### src/rtl/mem_wb_stage.sv
`default_nettype none
// ============================================================================
// Module   : mem_wb_stage
// Purpose  : MEM/WB pipeline register. Selects between the ALU result and
//            extended load data, and drives the register-file write port.
//            Defining WB_PERF_CNT_EN adds retired and stall counters.
// Revision : 1.0 - initial release
// ============================================================================
module mem_wb_stage #(
    parameter int DATA_W = 32,
    parameter int REG_AW = 5
) (
    input  logic              clk,
    input  logic              rst,
    input  logic              m_valid,
    input  logic              m_stall,
    input  logic [DATA_W-1:0] m_alu_out,
    input  logic [DATA_W-1:0] m_d,
    input  logic              m_rmem,
    input  logic              m_wreg,
    input  logic [REG_AW-1:0] m_wn,
    input  logic [2:0]        m_ld_type,
    output logic              wb_valid,
    output logic              wb_we,
    output logic [REG_AW-1:0] wb_wn,
    output logic [DATA_W-1:0] wb_data,
`ifdef WB_PERF_CNT_EN
    output logic [31:0]       perf_retired,
    output logic [31:0]       perf_stall,
`endif
    output logic              wb_misalign
);

    localparam logic [2:0] c_LD_LB  = 3'd1;
    localparam logic [2:0] c_LD_LBU = 3'd2;
    localparam logic [2:0] c_LD_LH  = 3'd3;
    localparam logic [2:0] c_LD_LHU = 3'd4;

    logic              w_cap;
    logic [1:0]        w_off;
    logic [7:0]        w_byte;
    logic [15:0]       w_half;
    logic [DATA_W-1:0] w_load_data;
    logic              w_misaligned;
    logic [DATA_W-1:0] w_result;
    logic              w_we;

    logic              r_valid;
    logic              r_we;
    logic              r_misalign;
    logic [REG_AW-1:0] r_wn;
    logic [DATA_W-1:0] r_data;

    assign w_cap = m_valid & ~m_stall;
    assign w_off = m_alu_out[1:0];

    // Little-endian lane select: byte k lives in m_d[8k+7:8k].
    always_comb begin
        w_byte = m_d[7:0];
        case (w_off)
            2'd0: w_byte = m_d[7:0];
            2'd1: w_byte = m_d[15:8];
            2'd2: w_byte = m_d[23:16];
            2'd3: w_byte = m_d[31:24];
            default: w_byte = m_d[7:0];
        endcase
        w_half = w_off[1] ? m_d[31:16] : m_d[15:0];
    end

    // Types 5..7 fall into the word path and are handled exactly like LW.
    always_comb begin
        w_load_data  = m_d;
        w_misaligned = 1'b0;
        case (m_ld_type)
            c_LD_LB:  w_load_data = {{(DATA_W-8){w_byte[7]}}, w_byte};
            c_LD_LBU: w_load_data = {{(DATA_W-8){1'b0}}, w_byte};
            c_LD_LH: begin
                w_load_data  = {{(DATA_W-16){w_half[15]}}, w_half};
                w_misaligned = w_off[0];
            end
            c_LD_LHU: begin
                w_load_data  = {{(DATA_W-16){1'b0}}, w_half};
                w_misaligned = w_off[0];
            end
            default: begin
                w_load_data  = m_d;
                w_misaligned = (w_off != 2'd0);
            end
        endcase
        // A misaligned load exposes the raw word; it is never written back.
        if (w_misaligned) begin
            w_load_data = m_d;
        end
    end

    assign w_result = m_rmem ? w_load_data : m_alu_out;
    assign w_we     = w_cap & m_wreg & (m_wn != '0) & ~(m_rmem & w_misaligned);

    always_ff @(posedge clk or posedge rst) begin
        if (rst) begin
            r_valid    <= 1'b0;
            r_we       <= 1'b0;
            r_misalign <= 1'b0;
            r_wn       <= '0;
            r_data     <= '0;
        end else if (w_cap) begin
            r_valid    <= 1'b1;
            r_we       <= w_we;
            r_misalign <= m_rmem & w_misaligned;
            r_wn       <= m_wn;
            r_data     <= w_result;
        end else begin
            // Bubble: the WB address/data hold so the forwarding value stays stable.
            r_valid    <= 1'b0;
            r_we       <= 1'b0;
            r_misalign <= 1'b0;
        end
    end

    assign wb_valid    = r_valid;
    assign wb_we       = r_we;
    assign wb_misalign = r_misalign;
    assign wb_wn       = r_wn;
    assign wb_data     = r_data;

`ifdef WB_PERF_CNT_EN
    logic [31:0] r_perf_retired;
    logic [31:0] r_perf_stall;

    always_ff @(posedge clk or posedge rst) begin
        if (rst) begin
            r_perf_retired <= '0;
            r_perf_stall   <= '0;
        end else begin
            if (w_cap) begin
                r_perf_retired <= r_perf_retired + 32'd1;
            end
            if (m_valid & m_stall) begin
                r_perf_stall <= r_perf_stall + 32'd1;
            end
        end
    end

    assign perf_retired = r_perf_retired;
    assign perf_stall   = r_perf_stall;
`endif

endmodule
`default_nettype wire
### config.mk
export PLATFORM = sky130hd
export DESIGN_NAME = mem_wb_stage
export DESIGN_NICKNAME = d
export VERILOG_FILES = /design/src/rtl/mem_wb_stage.sv
export SDC_FILE = /design/constraint.sdc
export NUM_CORES = 1
export LEC_CHECK = 0
export BUFFER_PORTS_ARGS = -buffer_cell sky130_fd_sc_hd__buf_2
export CAP_MARGIN = 20
export CORE_MARGIN = 1
export CORE_UTILIZATION = 30
export DETAILED_ROUTE_END_ITERATION = 10
export GPL_TIMING_DRIVEN = 1
export RECOVER_POWER = 50
export SYNTH_ARGS = -nofsm -noshare
export SYNTH_HDL_FRONTEND = slang
export SYNTH_SLANG_ARGS = --single-unit
export TNS_END_PERCENT = 50
### constraint.sdc
create_clock -name clk -period 0.9 [get_ports clk]
set_clock_uncertainty 0.05 [all_clocks]
set_input_delay 0 -clock clk [delete_from_list [all_inputs] [get_ports clk]]
set_output_delay 0 -clock clk [all_outputs]
set_load 0.1 [all_outputs]
==> impl_results.rst <==
.. list-table::
   :header-rows: 1

   * - Metric
     - Value
   * - Endpoint kind of the worst setup timing path
     - flip-flop
   * - Most instantiated flip-flop cell in the synthesis netlist
     - dfrtp_1
   * - Latest clock arrival within the worst-skew pair
     - 0.30 ns
   * - Number of enable flip-flop cells after synthesis
     - 0
   * - Final setup violation count
     - 74
   * - Power per cell area
     - 1710 nW/um^2
   * - Internal power consumption
     - 4.58 mW
   * - Leakage dissipation
     - 2.19 nW
   * - IO Port Bufs
     - 117
   * - Crit path launch type
     - input port
   * - Part of the total power dissipated in combinational logic
     - 56.2%
   * - Hold worst-path end
     - wb_data[14]
   * - Capture point of the worst reg-to-reg path
     - wb_data[4]
   * - Mapped Cells
     - 269
   * - Clock transition at the registers of the reported paths
     - 0.08 ns
   * - Post-route core utilization
     - 60.4%
   * - Power share of the clock group
     - 15.6%
   * - Critical path peak fanout
     - 6
   * - Height of the die
     - 94.2 um
   * - Net count after synthesis
     - 347
   * - Clock tree from TritonCTS
     - built
   * - Worst Path Required
     - 1.03 ns
   * - Result of the run
     - complete, but fails checks
   * - Cell at the slowest stage of the critical path
     - or3b_4
   * - TNS Setup
     - -9.10 ns
   * - Final count of pins violating max slew
     - 0
   * - Max transition margin
     - 75.3%
   * - Peak ir drop on the vdd network
     - 1.04 mV
   * - Antenna cells
     - 0
   * - Via count
     - 2900
   * - Nets
     - 533
   * - DRC violation count after routing
     - 0
   * - Largest net degree at the start of global routing
     - 44
   * - Number of cells on the worst reg-to-reg path
     - 2
   * - Routed len/inst
     - 17.2 um
   * - R2R Path Start
     - wb_data[4]
   * - Synthesized flop and latch total
     - 40
   * - Area share of the leading cell type in the synthesized netlist
     - 39.2%
   * - Most area-consuming cells after synthesis
     - dfrtp_1 39%, nand2_1 6.8%, o221ai_2 5.9%, mux2i_1 4.7%, nor3b_1 4.4%
   * - Fraction of final layout cells sized beyond drive strength 1
     - 57.5%
   * - CP most frequent cell
     - buf_6
   * - Path type of the worst min-delay path
     - input port to flip-flop
   * - Period Utilization, post-route
     - 127%
   * - Worst setup slack before clock tree synthesis
     - -0.573 ns
   * - Site Rows
     - 33
   * - Post-Route Hold Slack
     - -0.00463 ns
   * - Sum of buffers and inverters on the critical path
     - 2
   * - Cell class contributing the biggest share of worst-path delay
     - simple AND/OR/NAND/NOR gates
   * - H-tree levels
     - 2
   * - Die outline area
     - 8880 um^2
   * - Layout overhead on the synthesized area
     - 94.5%
   * - Cells on Worst Hold Path
     - 3
   * - Core Area
     - 8220 um^2
   * - Switching share of power
     - 45.9%
   * - Max-cap violations
     - 0
   * - Portion of the post-synthesis area used by sequential elements
     - 39.2%
   * - Worst setup margin
     - -0.244 ns
   * - Global Route met2 Usage
     - 36.2%
   * - RSZ-0062 raised after global routing
     - yes
   * - Largest area contributor in the synthesized netlist
     - dfrtp_1
   * - Most repeated cell in the gate-level netlist after synthesis
     - nand2_1
   * - Data arrival, critical path
     - 1.28 ns
   * - Number of iterations in the first detailed-routing pass
     - 4
   * - GRT met1 Usage
     - 28.1%
   * - Detailed-route wire length
     - 9630 um
   * - Sequential cell fraction of total power
     - 28.2%
   * - Distinct cells, synth
     - 44
   * - GP Congestion
     - 0.867
   * - Slew @ Worst Pin
     - 0.361 ns
   * - Cell at the root of the clock tree
     - clkbuf_8
   * - Per-cell via count in the routed design
     - 5.17
   * - Overall global routing resource usage
     - 21.2%
   * - Met3 Resource Use GR
     - 3.16%
   * - Number of global-route vias before repair
     - 2768
   * - Placed cells
     - 520
   * - Sw power
     - 3.88 mW
   * - Peak clock frequency supported by timing
     - 874 MHz
   * - Period minus WS final
     - 1.14 ns
   * - Starting Density
     - 31.1%
   * - Global routing's busiest layer
     - met2
   * - First-pass GRT wire length
     - 14400 um
   * - Remaining global-route overflow
     - 0
   * - Violated checks
     - hold timing, setup timing
   * - Hold Vio Cnt, Final
     - 2
   * - Number of DRC markers in iteration 0
     - 114
   * - Clock Path Buffers
     - 2
   * - Final cell count without fillers
     - 561
   * - Share of synthesized flip-flops with an asynchronous set or reset
     - 100%
   * - Number of top-level pins
     - 118
   * - Yosys warning count
     - 0
   * - Total clock buffers created by CTS
     - 5
   * - Worst stage delay on the critical path
     - 0.42 ns
   * - DRT antenna net count
     - 0
   * - Detail Placement HPWL
     - 6800 um
   * - Cells along the critical path
     - buf_6 > or3b_4 > o22ai_4 > nand2_4 > buf_6 > o31a_1
   * - Mean post-synth cell area
     - 9.49 um^2
   * - Area of the mapped netlist
     - 2550 um^2
   * - Die width
     - 94.2 um
   * - Slack of the worst reg-to-reg path
     - -0.05 ns
   * - Most common library cells after synthesis
     - 46 x nand2_1, 40 x dfrtp_1, 15 x nor3b_1, 14 x a21oi_1
   * - Critical setup path kind
     - input port to flip-flop
   * - Total power
     - 8.47 mW
   * - Number of antenna violations at the first check in global routing
     - 0
   * - Number of clock sinks
     - 40
   * - Startpoint of the most critical hold path
     - m_d[14]
-- worst register-to-register path: cells and delay by family, from the launching register on --
| family | cells | cell delay [ns] |
|---|---|---|
| DFF | 1 | 0.42 |
| AOI/OAI and AO/OA | 1 | 0.24 |
| buffers and inverters | 1 | 0.13 |
-- flip-flops by register name, summed over array words and instances (netlist names) --
signal,flops
wb_we,1
wb_valid,1
wb_data,32
wb_wn,5
wb_misalign,1
-- layer usage --
metal / up-vias / routed length [um]
li1: 1368 / -
met1: 1390 / 4180
met2: 121 / 4830
met3: 21 / 461
met4: 0 / 154
met5: - / 0
-- through the flow --
step | instance area [um^2] | hold slack [ns]
final | 4960 | -0.00463
after global routing | 4960 | 0.00291
after CTS | 4700 | 0.000169
after detailed placement | 4230 | 0.0171
after global placement | 4230 | 0.0144
after floorplan | 2630 | -0.0717
-- layout by cell type, fill, tap and decap left out, types with 6 or more instances in the layout --
master and instances:
buf_12 44, buf_6 15, o221ai_4 9, nor3b_1 9, o22ai_1 6, a21oi_1 12
dlygate4sd3_1 23, mux2i_1 12, inv_1 6, a21oi_2 11, buf_4 46, o31a_1 6
nor2_1 6, nor3b_2 6, o21ai_1 8, buf_2 72, o21ai_0 8, o221ai_2 10
clkbuf_8 6, dfrtp_2 15, dfrtp_1 20, nand2_1 46
-- worst max path at each step --
stage	cells after the start	startpoint	endpoint
5_1_grt	9	m_ld_type[0]	wb_data[16]
6_report	6	m_ld_type[0]	wb_data[11]
4_1_cts	7	m_ld_type[1]	wb_data[7]
2_1_floorplan	7	m_alu_out[1]	wb_data[16]
3_5_place_dp	6	m_ld_type[1]	wb_data[21]
3_3_place_gp	7	m_ld_type[1]	wb_data[7]
-- cells by family after synthesis --
logic type                Yosys count  share of synthesized area, %
buffers and inverters              33                          7.60
DFF                                40                          39.2
and+or+nand+nor                    84                          16.6
xor gates and xnor gates            2                         0.686
AOI/OAI and AO/OA                  97                          30.3
muxes                              13                          5.59
-- cell type report --
| class | count | area [um^2] |
|---|---|---|
| clock inverters | 1 | 7.51 |
| multi-input cells | 196 | 1620 |
| clock buffers | 7 | 86.3 |
| well taps | 105 | 131 |
| flip-flops and latches | 40 | 1040 |
| inverters | 8 | 33.8 |
| fillers | 674 | 3250 |
| repair buffers | 204 | 2040 |
-- power by group through the flow --
stage	combinational, mW	clock (mW)	sequential [mW]
final	4.76	1.32	2.39
after CTS	4.60	1.34	2.39
after floorplan	0.758	0	4.18
after detailed placement	4.40	0	2.42
after global placement	4.37	0	2.41
after global routing	4.94	1.42	2.42
-- what timing repair did --
action                     CTS  global route
pin swaps                   24            15
cloned                       0             2
hold buffers                21             2
gates resized for setup     22            37
setup endpoints to repair   73            74
hold endpoints to repair    59             2
buffers inserted             5             3
Power figures use the tool's default switching activity.
